### config.mk
export PLATFORM = sky130hd
export DESIGN_NAME = load_store_unit
export DESIGN_NICKNAME = d
export VERILOG_FILES = /design/src/rtl/load_store_unit.sv
export SDC_FILE = /design/constraint.sdc
export NUM_CORES = 1
export LEC_CHECK = 0
export ABC_CLOCK_PERIOD_IN_PS = 1420
export BUFFER_PORTS_ARGS = -buffer_cell sky130_fd_sc_hd__buf_2
export CORE_UTILIZATION = 43
export DETAILED_ROUTE_END_ITERATION = 12
export PLACE_DENSITY_LB_ADDON = 0.1
export SYNTH_ARGS = -nofsm -noshare
export SYNTH_HDL_FRONTEND = slang
export SYNTH_SLANG_ARGS = --single-unit
### constraint.sdc
create_clock -name clk -period 1.42 [get_ports clk]
set_input_delay 0.284 -clock clk [delete_from_list [all_inputs] [get_ports clk]]
set_output_delay 0.284 -clock clk [all_outputs]
set_load 0.03 [all_outputs]
### src/rtl/load_store_unit.sv
// Load/store unit: accepts one core request at a time, drives a single-port data memory, returns a response.
// Latency 2 cycles accept->resp (1 for misaligned); req_ready only in IDLE, response held until resp_ready.
module load_store_unit #(
  parameter bit ALIGN_CHECK = 1'b1
) (
  input  logic        clk,
  input  logic        rst,
  input  logic        req_valid,
  output logic        req_ready,
  input  logic        req_we,
  input  logic [15:0] req_addr,
  input  logic [15:0] req_wdata,
  output logic        resp_valid,
  input  logic        resp_ready,
  output logic [15:0] resp_rdata,
  output logic        resp_err,
  output logic [15:0] mem_access_addr,
  output logic [15:0] mem_write_data,
  output logic        mem_write_en,
  output logic        mem_read,
  input  logic [15:0] mem_read_data,
  output logic [7:0]  err_count
);

  typedef enum logic [1:0] {
    IDLE  = 2'd0,
    LOAD  = 2'd1,
    STORE = 2'd2,
    RESP  = 2'd3
  } state_t;

  state_t      r_state;
  state_t      w_next;
  logic        r_we;
  logic [15:0] r_addr;
  logic [15:0] r_wdata;
  logic [15:0] r_rdata;
  logic        r_err;
  logic [7:0]  r_err_count;

  logic w_accept;
  logic w_misaligned;
  logic w_resp_hs;

  assign w_misaligned = ALIGN_CHECK && req_addr[0];
  assign w_accept     = req_valid && (r_state == IDLE);
  assign w_resp_hs    = (r_state == RESP) && resp_ready;

  always_comb begin
    w_next          = r_state;
    req_ready       = 1'b0;
    resp_valid      = 1'b0;
    mem_read        = 1'b0;
    mem_write_en    = 1'b0;
    mem_access_addr = 16'h0000;
    mem_write_data  = 16'h0000;
    case (r_state)
      IDLE: begin
        req_ready = 1'b1;
        if (req_valid) begin
          if (w_misaligned) w_next = RESP;
          else if (req_we)  w_next = STORE;
          else              w_next = LOAD;
        end
      end
      LOAD: begin
        // Gating on r_we keeps read and write mutually exclusive by construction.
        mem_read        = !r_we;
        mem_access_addr = r_addr;
        w_next          = RESP;
      end
      STORE: begin
        mem_write_en    = r_we;
        mem_access_addr = r_addr;
        mem_write_data  = r_wdata;
        w_next          = RESP;
      end
      RESP: begin
        resp_valid = 1'b1;
        if (resp_ready) w_next = IDLE;
      end
      default: w_next = IDLE;
    endcase
  end

  always_ff @(posedge clk) begin
    if (rst) begin
      r_state     <= IDLE;
      r_we        <= 1'b0;
      r_addr      <= 16'h0000;
      r_wdata     <= 16'h0000;
      r_rdata     <= 16'h0000;
      r_err       <= 1'b0;
      r_err_count <= 8'h00;
    end else begin
      r_state <= w_next;
      if (w_accept) begin
        r_we    <= req_we;
        r_addr  <= req_addr;
        r_wdata <= req_wdata;
        r_rdata <= 16'h0000;
        r_err   <= w_misaligned;
      end
      if (r_state == LOAD) r_rdata <= mem_read_data;
      if (w_resp_hs && r_err && (r_err_count != 8'hFF))
        r_err_count <= r_err_count + 8'd1;
    end
  end

  assign resp_rdata = r_rdata;
  assign resp_err   = r_err;
  assign err_count  = r_err_count;

endmodule

After elaboration in Yosys (flattened, before gate mapping)
Index checks and enable logic that the tools add are counted.

storage, ports and cells
  memory bits (read-only) = 0
  logic and storage cells = 36
  RAM bits = 0
  register bits after elaboration = 60
  bits in latches = 0
  output and inout port bits = 61
  memories = 0

operators by class
  bitwise gates (word level) = 0
  reduce and logical (&&, ||, !) cells = 9
  shift-type cells = 0
  add/sub/neg operators = 1
  muxes and demuxes = 13
  order comparisons = 0
  equality and inequality tests = 6
  multipliers = 0
  divide/modulo/power cells = 0

operator list
  kind                                                                   number
  16-bit 2-to-1 mux                                                      4
  8-bit by 1-bit adder with 8-bit output, second input constant          1
  2-bit 2-to-1 mux                                                       4
  8-bit != test, second input constant                                   1
  2-bit one-hot mux with 3 select lines                                  1
  2-bit equality test, second input constant                             2
  1-bit logical AND                                                      4
  1-bit 2-to-1 mux                                                       4
  2-bit != test, second input constant                                   2
  2-bit by 1-bit equality test with 1-bit output, second input constant  1
  2-bit logical NOT                                                      1
  2-bit AND reduction                                                    1
  2-bit nonzero test                                                     1
  2-bit OR reduction                                                     1
  1-bit logical NOT                                                      1

Logic depth before layout (Yosys ltp)
Gate-level depths: netlist (run 1).

  word-level depth = 4
  depth in mapped cells = 7
  depth with buffers taken out = 5

Least setup slack after synthesis (run 1)
Ideal clock, no wire load.

  kind = reg-to-reg
  from = reg r_err_count[0], in the netlist err_count[0]
  to = reg r_err_count[4], in the netlist err_count[4]
  cell stages (with the launch flop) = 5
  library setup time = 0.123 ns
  slack = -0.268 ns
  arrival time = 1.564 ns
  cells stage by stage = dfxtp_1 > ha_1 > nand2_1 > a2111oi_4 > mux2_1

between the ends
  cells in the longest elaborated chain, start to end = 2
  elaborated cells on any way between the ends = 3
  classes of those cells = add/sub (1); eq/ne (1); reduce/logical (1)

ends and longest elaborated chain
  item                                                                            RTL line  text
  start: declaration                                                              39        logic [7:0] r_err_count;
  start signal: assignment                                                        106       r_err_count <= r_err_count + 8'd1;
  branches (longest 2 deep; another with 8-bit by 1-bit adder with 8-bit output)  -

Parallel ways; which one is timed is not known.
A chain may end at the register's enable or synchronous reset.

Final worst setup path (run 1)
  from = reg r_state[1]
  to = out mem_access_addr[3]

between the ends
  cells in the longest elaborated chain, start to end = 3
  elaborated cells on any way between the ends = 4
  classes of those cells = eq/ne (2); mux (1); reduce/logical (1)

ends and longest elaborated chain
  item                                                                                   RTL line  text
  start: declaration                                                                     32        state_t r_state;
  start signal: assignment                                                               96        r_state <= w_next;
  2-bit by 1-bit equality test with 1-bit output or 2-bit equality test (tied branches)  57        case (r_state)
  2-bit OR reduction (no line) *                                                         -
  16-bit 2-to-1 mux *                                                                    57
  end: declaration                                                                       17        output logic [15:0] mem_access_addr,

Mark *: on every way between the ends. The rest lies on a longest branch, timed or not.

==> summary.md, run 1 <==
| Metric | Value |
|---|---|
| Outcome | `finished, violations left` |
| Failing checks | `setup timing` |
| CTS Root Cell | `clkbuf_8` |
| Post-synthesis cell type count | `36` |
| Tcrit/Tclk final | `120%` |
| Reg2Reg Capture Point | `err_count[4]` |
| Clock Tree Buf Depth | `2` |
| Hold/Removal Path Class | `input port to register` |
| Post-synth ARST share | `0%` |
| Post-synth EDFFs | `0` |
| Post-Place Setup Slack | `-79.1 ps` |
| Fillers | `411` |
| Post-DR wirelength/cell | `14.8 um` |
| Area Overhead vs Synth | `76.8%` |
| WP data arrival | `1420 ps` |
| Worst setup EP type | `output pin` |
| Worst setup margin | `-288 ps` |
| H-tree depth reported by CTS | `3` |
| Layout cells sized above 1 | `60.7%` |
| WHS | `189 ps` |
| Die height | `80.1 um` |
| Vias/cell | `5.05` |
| Post-synth top area share | `45.1%` |
| Count of state elements after synthesis | `59` |
| Full die area | `6410 um^2` |
| Total clock sinks | `59` |
| Startpoint Class | `register` |
| Initial antenna violation count | `0` |
| Die W | `80.1 um` |
| Sequential area share after synthesis | `45.1%` |
| Mapped Cells | `323` |
| Least-Margin Pin Slew | `329 ps` |
| Crit path time final | `1710 ps` |
| Critical path class | `register to output pin` |
| Antenna diodes | `0` |
| Hold_sp | `req_wdata[14]` |
| R2R Setup Slk | `-190 ps` |
| Top cells by instance count after synthesis | `nand2_1 (86), dfxtp_1 (59), a21oi_1 (53), and2_1 (33), nand3b_1 (17)` |
| Leakage Power | `1.97 nW` |
| Pwr dens | `1650 nW/um^2` |
| Worst Hold Depth | `3` |
| Final setup TNS | `-15,840 ps` |
| TritonCTS Buffers | `9` |
| Synthesized area | `2620 um^2` |
| Max Fclk | `0.585 GHz` |
| First-pass GRT wire length | `11.9 mm` |
| Drt total wl | `8.13 mm` |
| Final Skew | `8.02 ps` |
| Met2 GRT Util | `41.5%` |
| RSZ-0062 raised after global routing | `yes` |
| Max Cap Violations | `0` |
| Overall routing resource usage | `24.6%` |
| Met3 usage | `6.59%` |
| Crit Path Max Fanout | `9` |
| Required time worst endpoint | `1140 ps` |
| Cell taking the most area after synthesis | `dfxtp_1` |
| Io pins | `114` |
| CTS clk-pin slew, worst paths | `70 ps` |
| Routed Antenna Nets | `0` |
| FF-to-FF Start | `r_state[1]` |
| HPWL after DPL | `4.36 mm` |
| # setup viols final | `94` |
| Syn nets | `382` |
| Drc violations | `0` |
| Vias | `2,768` |
| Largest net degree at the start of global routing | `27` |
| Yosys Warn Count | `0` |
| Core Area | `5890 um^2` |
| Layout Nets | `528` |
| Global routing met1 resource utilization | `29.9%` |
| Slew headroom | `78.1%` |
| Final slew viol count | `0` |
| Rows | `28` |
| Hold EP | `r_wdata[14]` |
| Initial Util | `44.5%` |
| Peak VDD IR | `1.06 mV` |
| Final Hold Viols | `0` |
| Vias in the first global route | `2,478` |
| Dominant register cell in the synthesized netlist | `dfxtp_1` |
| DR pass1 iterations | `4` |
| Reg2reg path depth | `6` |
| Avg Inst Size Synth | `8.11 um^2` |
| DRT iter0 DRCs | `74` |
| Port Buffers | `113` |
| CTS tree | `built` |
| Clock Latency Late Sink | `320 ps` |
| Hold Buf Count CTS | `0` |
| GPL Wtd Cong | `0.837` |
| Most numerous cell in the Yosys netlist | `nand2_1` |
| Most Used Layer, Global Route | `met2` |
| Synth top area cells | `dfxtp_1 (45%), nand2_1 (12%), a21oi_1 (10%)` |
| Total Power | `7.65 mW` |
| GRT overflow | `0` |
-- power by group --
| group | switching [mW] | internal, mW |
|---|---|---|
| combinational | 1.95 | 2.02 |
| sequential | 0.184 | 1.96 |
| clock | 0.652 | 0.893 |
| total | 2.78 | 4.87 |
-- cells by family (layout without fill, tap and decap cells) --
kind of cell,Yosys count,count (layout),synth area share (%)
flops,59,59,45.1
compound gates,65,65,14.3
mux,4,4,1.67
simple gates,164,164,32.2
fa+ha+maj,6,6,2.87
buf+inv,25,175,3.92
-- state kept, by name, indices dropped and copies added, names as in the netlist --
| register | flops |
|---|---|
| r_wdata | 16 |
| r_state | 2 |
| err_count | 8 |
| r_we | 1 |
| resp_rdata | 16 |
| r_addr | 16 |
-- worst max path at each step --
stage                               end  slack [ps]        from  depth (start not counted)
finish               mem_access_addr[3]        -290  r_state[1]                          5
detailed placement   mem_access_addr[9]         -80  r_state[1]                          4
global route         mem_access_addr[0]        -340  r_state[1]                          5
CTS                 mem_access_addr[15]        -280  r_state[0]                          5
floorplan                  err_count[4]         -20  r_state[0]                          4
global placement     mem_access_addr[0]         -40  r_state[1]                          4
-- cell usage in the layout, fill, tap and decap left out, drive strengths merged, types with 2 or more instances in the layout --
cell and n:
a211oi 4, a21oi 53, and2 34, and3 3
buf 153, clkbuf 14, clkinvlp 2, dfxtp 59
ha 6, inv 4, mux2 3, nand2 86
nand2b 4, nand3 3, nand3b 17, nor2 4
nor2b 4, nor3 2, o2111ai 2, o21ai 2
-- per-layer routing --
metal  wire length [um]  share of wire [%]
met2               4170                 51
met4                 88                1.1
met3                375                4.6
met1               3490                 43
met5                  0                  0
-- through the flow --
| step | utilization (%) | area [um^2] | std cells |
|---|---|---|---|
| after floorplan | - | 2760 | 323 |
| after global placement | 59.2 | 3490 | 508 |
| after detailed placement | 59.2 | 3490 | 508 |
| after CTS | 74.8 | 4400 | 543 |
| after global routing | 78.7 | 4630 | 548 |
| final | 78.7 | 4630 | 548 |
-- cell type report --
| type | instances | area, um^2 | area share, % |
|---|---|---|---|
| timing repair buffer | 156 | 1400 | 30.2 |
| sequential | 59 | 1200 | 26.0 |
| clock inverter | 4 | 50.0 | 1.08 |
| tap | 75 | 93.8 | 2.03 |
| multi-input combinational | 239 | 1710 | 37.0 |
| clock buffer | 11 | 151 | 3.27 |
| inverter | 4 | 20.0 | 0.432 |
-- critical path, cell delays in order, from the launching register on --
cell     delay [ps]
dfxtp_4         370
inv_4            40
ha_4            250
buf_12          140
and2_4          160
buf_6           130
-- timing repair --
item                                    in CTS  in global routing
resized for setup                          128                 53
endpoints found under the setup margin      72                 94
setup buffers                               13                  6
pin swaps                                   40                 30
gates cloned                                 7                  3
Note: power is estimated with default switching activity, not from simulation.
==> run 2: changes to the inputs <==
--- a/config.mk
+++ b/config.mk
@@ -5,6 +5,7 @@
 export SDC_FILE = /design/constraint.sdc
 export NUM_CORES = 1
 export LEC_CHECK = 0
+export ABC_AREA = 1
 export ABC_CLOCK_PERIOD_IN_PS = 1420
 export BUFFER_PORTS_ARGS = -buffer_cell sky130_fd_sc_hd__buf_2
 export CORE_UTILIZATION = 43
==> summary.md, run 2 <==
| Metric | Value |
|---|---|
| Layout Nets | `573` |
| Port Buffers | `113` |
| GPL Wtd Cong | `0.752` |
| Most frequent cells in the layout | `nor2_1 (77), buf_2 (77), dfxtp_1 (55), nand2_1 (48), buf_6 (38)` |
| Largest net degree at the start of global routing | `43` |
| Clock Latency Late Sink | `330 ps` |
| Antenna diodes | `0` |
| Crit Path Max Fanout | `5` |
| Crit-path max cell delay | `350 ps` |
| Final Skew | `7.59 ps` |
| Post-DR wirelength/cell | `11.9 um` |
| Mapped Cells | `385` |
| CP Buf/Inv Count | `4` |
| Peak VDD IR | `1.17 mV` |
| Post-Synth Adder-Cell Area | `2.85%` |
| First-pass GRT wire length | `11.2 mm` |
| Crit path max-delay cell type | `dfxtp_2` |
| Drt total wl | `7.07 mm` |
| Reg2reg path depth | `8` |
| HPWL after DPL | `4.40 mm` |
| GRT overflow | `0` |
| Slew headroom | `84.0%` |
| Initial Util | `44.5%` |
| Hold EP | `r_addr[6]` |
| Max Fclk | `0.578 GHz` |
| Least-Margin Pin Slew | `240 ps` |
| Leakage Power | `2.09 nW` |
| Vias in the first global route | `2,592` |
| Startpoint Class | `register` |
| Vias | `2,801` |
| Failing checks | `setup timing` |
| Mux cell area share after synthesis | `0%` |
| Full die area | `6440 um^2` |
| Cell taking the most area after synthesis | `dfxtp_1` |
| H-tree depth reported by CTS | `3` |
| Compound-Gate Fraction of Synth Area | `12.0%` |
| Net Sw Frac | `40.7%` |
| Tcrit/Tclk final | `122%` |
| Hold/Removal Path Class | `input port to register` |
| Synthesized-area fraction occupied by and/or/nand/nor cells | `28.5%` |
| Post-synth ARST share | `0%` |
| DR pass1 iterations | `4` |
| Initial antenna violation count | `0` |
| FF-to-FF Start | `r_state[0]` |
| Die height | `80.3 um` |
| Final slew viol count | `0` |
| CTS Root Cell | `clkbuf_8` |
| Reg2Reg Capture Point | `err_count[5]` |
| Avg Inst Size Synth | `6.84 um^2` |
| Critical path class | `register to output pin` |
| CTS tree | `built` |
| Top cells by instance count after synthesis | `nor2_1 (79), nand2_1 (71), dfxtp_1 (59), inv_1 (48), o21ai_0 (35)` |
| Vias/cell | `4.72` |
| Drc violations | `0` |
| Syn nets | `444` |
| Overall routing resource usage | `22.3%` |
| Post-synth EDFFs | `0` |
| Sequential area share after synthesis | `44.8%` |
| Placed Cells | `571` |
| Required time worst endpoint | `1140 ps` |
| Yosys Warn Count | `0` |
| Critical path cell sequence | `inv_4 -> ha_4 -> buf_12 -> nand2_2 -> inv_2 -> buf_6` |
| Total clock sinks | `59` |
| Routed Antenna Nets | `0` |
| CTS clk-pin slew, worst paths | `70 ps` |
| TritonCTS Buffers | `9` |
| Io pins | `114` |
| Fillers | `532` |
| Post-Synth XOR/XNOR Area | `0%` |
| Outcome | `finished, violations left` |
| Core Area | `5920 um^2` |
| WHS | `199 ps` |
| RSZ-0062 raised after global routing | `yes` |
| Rows | `28` |
| Dominant register cell in the synthesized netlist | `dfxtp_1` |
| Max Cap Violations | `0` |
| Hold_sp | `req_addr[6]` |
| Worst setup EP type | `output pin` |
| DRT iter0 DRCs | `70` |
| Count of state elements after synthesis | `59` |
| # setup viols final | `36` |
| Synth top area cells | `dfxtp_1 (45%), nor2_1 (11%), nand2_1 (10%)` |
| Crit path time final | `1730 ps` |
| Final Hold Viols | `0` |
| Combinational family with the most area after synthesis | `simple AND/OR/NAND/NOR gates` |
| Final setup TNS | `-9110 ps` |
| Logic pwr share | `53.9%` |
| Die W | `80.3 um` |
| Clock Tree Buf Depth | `2` |
| Post-synth top area share | `44.8%` |
| Layout cells sized above 1 | `44.3%` |
| Most numerous cell in the Yosys netlist | `nor2_1` |
| Crit-path leading delay family | `buffers and inverters` |
| Psw | `3.38 mW` |
| Worst setup margin | `-310 ps` |
| Post-synthesis cell type count | `19` |
| Worst Hold Depth | `3` |
| Clock power frac | `18.1%` |
| WP data arrival | `1450 ps` |
| Pwr dens | `2020 nW/um^2` |
| Area Overhead vs Synth | `55.8%` |
| Synthesized area | `2630 um^2` |
| Hold Buf Count CTS | `0` |
| Int Pwr | `4.92 mW` |
| Flop pwr share | `28.1%` |
| Final cell count without fillers | `594` |
| R2R Setup Slk | `10 ps` |
[run 2: changes by cell type in the layout (fill, tap and decap cells not counted), sizes merged, moves of 4 or more]
cell    previous run  this run
nand3              3        28
inv                4        50
o21ai              2        35
nand2b             4         0
buf              153       137
nand3b            17         0
nor2               4        83
a211oi             4         0
and2              34         0
a21oi             53        28
nor2b              4         0
nand2             86        73
[run 2: per-layer routing]
layer / up-vias / track usage, % / wire length, um
met5: - / 0 / 0
met4: 0 / 10.7 / 158
met3: 13 / 4.09 / 374
met2: 90 / 37.6 / 3380
met1: 1248 / 27.2 / 3160
li1: 1450 / - / -
[run 2: worst max path at each step]
stage          startpoint                  end  cells past startpoint
2_1_floorplan  r_state[0]           r_addr[11]                      7
3_3_place_gp   r_state[1]            r_addr[0]                      8
3_5_place_dp   r_state[0]            r_addr[0]                      8
4_1_cts        r_state[1]   mem_access_addr[2]                      6
5_1_grt        r_state[0]  mem_access_addr[11]                      6
6_report       r_state[0]  mem_access_addr[11]                      6
[run 2: worst register-to-register path, cell delays in order, from the launching register on]
cell	delay [ps]
dfxtp_2	350
buf_4	140
ha_4	130
nand3_1	190
nor2_1	160
buf_4	140
nand3_1	70
nand2_1	80
nor2_2	30
[run 2: area by class of cell]
cell class / count / area (um^2) / area share [%]
Multi-Input combinational cell: 253 / 1310 / 31.9
Inverter: 51 / 196 / 4.79
Clock buffer: 11 / 141 / 3.45
Clock inverter: 5 / 52.6 / 1.28
Tap cell: 75 / 93.8 / 2.29
Timing Repair Buffer: 140 / 1120 / 27.4
Sequential cell: 59 / 1190 / 28.9
[run 2: timing repair]
| action | CTS | global route |
|---|---|---|
| resized for setup | 90 | 42 |
| endpoints found under the setup margin | 79 | 60 |
| gates cloned | 1 | 3 |
| pin swaps | 2 | 10 |
| setup buffers | 4 | 1 |
[run 2: through the flow]
step / setup WS, ps / instance area [um^2] / util [%] / total power [mW]
final: -310 / 4100 / 69.3 / 8.30
after global routing: -360 / 4100 / 69.3 / 8.82
after CTS: -286 / 3930 / 66.3 / 7.72
after detailed placement: -56.2 / 3390 / 57.2 / 5.42
after global placement: -23.5 / 3390 / 57.2 / 5.37
after floorplan: -39.8 / 2660 / - / 4.42
[run 2: logic make-up (layout without fill, tap and decap cells)]
| family | Yosys count | count (layout) |
|---|---|---|
| and+or+nand+nor | 184 | 184 |
| buffers and inverters | 73 | 207 |
| AOI/OAI and AO/OA | 63 | 63 |
| DFF | 59 | 59 |
| adders and majority gates | 6 | 6 |
[run 2: power groups by stage]
stage | combinational [mW] | sequential [mW] | clock [mW]
after global placement | 3.09 | 2.28 | 0
after detailed placement | 3.13 | 2.29 | 0
after floorplan | 1.96 | 2.46 | 0
after CTS | 3.92 | 2.28 | 1.53
final | 4.47 | 2.33 | 1.50
after global routing | 4.83 | 2.37 | 1.62
==> run 3: changes to the inputs <==
--- a/config.mk
+++ b/config.mk
@@ -6,11 +6,12 @@
 export NUM_CORES = 1
 export LEC_CHECK = 0
 export ABC_AREA = 1
-export ABC_CLOCK_PERIOD_IN_PS = 1420
+export ABC_CLOCK_PERIOD_IN_PS = 1400
 export BUFFER_PORTS_ARGS = -buffer_cell sky130_fd_sc_hd__buf_2
 export CORE_UTILIZATION = 43
 export DETAILED_ROUTE_END_ITERATION = 12
 export PLACE_DENSITY_LB_ADDON = 0.1
+export REMOVE_ABC_BUFFERS = 1
 export SYNTH_ARGS = -nofsm -noshare
 export SYNTH_HDL_FRONTEND = slang
 export SYNTH_SLANG_ARGS = --single-unit
==> constraint.sdc (replaced) <==
create_clock -name clk -period 1.4 [get_ports clk]
set_input_delay 0.28 -clock clk [delete_from_list [all_inputs] [get_ports clk]]
set_output_delay 0.28 -clock clk [all_outputs]
set_load 0.03 [all_outputs]
==> summary.md, run 3 (synthesized netlist as in run 2, its figures left out) <==
| Metric | Value |
|---|---|
| Outcome | `finished, violations left` |
| Failing checks | `setup timing` |
| Logic pwr share | `60.0%` |
| Routed Antenna Nets | `0` |
| Hold Buf Count CTS | `0` |
| CTS Root Cell | `clkbuf_8` |
| DP Area | `3360 um^2` |
| DR pass1 iterations | `4` |
| Crit-path max cell delay | `330 ps` |
| Initial antenna violation count | `0` |
| Startpoint Class | `register` |
| Worst Setup SP | `r_state[0]` |
| Area Overhead vs Synth | `84.5%` |
| Psw | `4.48 mW` |
| Final Hold Viols | `0` |
| Full die area | `6440 um^2` |
| Most frequent cells in the layout | `buf_2 (77), dfxtp_1 (56), nor2_1 (50), nand2_1 (44), buf_6 (43)` |
| Int Pwr | `5.77 mW` |
| Post-Place Setup Slack | `-52.9 ps` |
| Hold_sp | `req_addr[9]` |
| Crit Path Max Fanout | `5` |
| Vias in the first global route | `2,426` |
| Port Buffers | `113` |
| Drt total wl | `9.34 mm` |
| Pwr dens | `2110 nW/um^2` |
| HPWL after DPL | `4.41 mm` |
| Drc violations | `0` |
| Io pins | `114` |
| # setup viols final | `85` |
| Tcrit/Tclk final | `125%` |
| Final slew viol count | `0` |
| Critical path cell sequence | `inv_2 -> buf_6 -> ha_4 -> buf_12 -> nand2_4 -> inv_2 -> buf_6` |
| Rows | `28` |
| Antenna diodes | `0` |
| Vias/cell | `5.04` |
| First-pass GRT wire length | `11.0 mm` |
| Leakage Power | `2.46 nW` |
| Flop pwr share | `24.8%` |
| RSZ-0062 raised after global routing | `yes` |
| WP data arrival | `1460 ps` |
| Die W | `80.3 um` |
| Max Fclk | `0.574 GHz` |
| Slew headroom | `75.9%` |
| Util after Layout | `82.1%` |
| Least-Margin Pin Slew | `361 ps` |
| CP Buf/Inv Count | `5` |
| Fillers | `376` |
| Vias | `3,056` |
| Core Area | `5920 um^2` |
| TritonCTS Buffers | `9` |
| Largest net degree at the start of global routing | `25` |
| Net Sw Frac | `43.7%` |
| Crit path max-delay cell type | `dfxtp_2` |
| Crit path time final | `1740 ps` |
| GRT overflow | `0` |
| Initial Util | `44.5%` |
| Final Cell Area | `4860 um^2` |
| Critical path class | `register to output pin` |
| Overall routing resource usage | `22.3%` |
| CTS clk-pin slew, worst paths | `70 ps` |
| Max Cap Violations | `0` |
| Die height | `80.3 um` |
| WHS | `180 ps` |
| Peak VDD IR | `1.49 mV` |
| Worst setup EP type | `output pin` |
| H-tree depth reported by CTS | `3` |
| Hold/Removal Path Class | `input port to register` |
| GPL Wtd Cong | `0.804` |
| Post-DR wirelength/cell | `15.4 um` |
| Layout Nets | `585` |
| Final Skew | `9.48 ps` |
| DRT iter0 DRCs | `96` |
| Clock Tree Buf Depth | `2` |
| Most common cell after layout, fill and taps aside | `buf_2` |
| Clock Latency Late Sink | `340 ps` |
| CTS tree | `built` |
| Layout cells sized above 1 | `58.0%` |
| Placed Cells | `569` |
| Worst setup margin | `-344 ps` |
| Required time worst endpoint | `1120 ps` |
| Final cell count without fillers | `606` |
| Total clock sinks | `59` |
| Crit-path leading delay family | `buffers and inverters` |
| R2R Setup Slk | `-340 ps` |
| FF-to-FF Start | `r_state[0]` |
| Clock power frac | `15.2%` |
## run 3: cell types whose count changed in the layout (fill, tap and decap cells not counted), sizes merged
cell / change
buf: +6
clkinv: +1
clkbuf: +4
nand2: +1
## run 3: final timing paths
check,to,cells after the start
setup / recovery,mem_write_en,7
hold / removal,r_addr[9],3
setup reg to reg,r_addr[1],11
hold reg to reg,resp_rdata[4],2
## run 3: per-stage QoR
step | setup TNS (ps) | total power, mW
global placement | -53.3 | 5.44
CTS | -9470 | 8.04
detailed placement | -1040 | 5.48
global route | -25620 | 10.7
floorplan | -33640 | 4.22
finish | -21880 | 10.3
## run 3: layer usage
metal,global-route usage (%),up-vias,part of all wire [%]
li1,-,1484,-
met1,25.5,1433,40
met2,38.1,115,51
met3,7.27,24,6.6
met4,9.11,0,2.2
met5,0,-,0
## run 3: cell type report
cell class / count / area, um^2 / share of cell area (%)
clock buffers: 11 / 141 / 2.91
clock inverters: 5 / 52.6 / 1.08
inverters: 51 / 206 / 4.25
multi-input cells: 254 / 1810 / 37.2
flip-flops and latches: 59 / 1180 / 24.4
well taps: 75 / 93.8 / 1.93
repair buffers: 150 / 1360 / 28.0
repair inverters: 1 / 11.3 / 0.232
## run 3: what timing repair did
action,CTS,global route
setup endpoints to repair,59,89
gates cloned,3,12
pin swaps,9,36
resized for setup,137,164
buffers inserted,1,6
## run 3: worst register-to-register path: cells and delay by family (launching register included)
family / cells / cell delay, ps
flip-flops: 1 / 340
buffers and inverters: 7 / 800
AND/OR/NAND/NOR: 3 / 310
adder cells (fa/ha/maj): 1 / 170
## run 3: power groups by stage
stage | combinational, mW | clock, mW | sequential, mW
finish | 6.15 | 1.55 | 2.54
global route | 6.50 | 1.63 | 2.58
CTS | 4.16 | 1.55 | 2.33
detailed placement | 3.17 | 0 | 2.31
global placement | 3.13 | 0 | 2.30
floorplan | 1.73 | 0 | 2.49
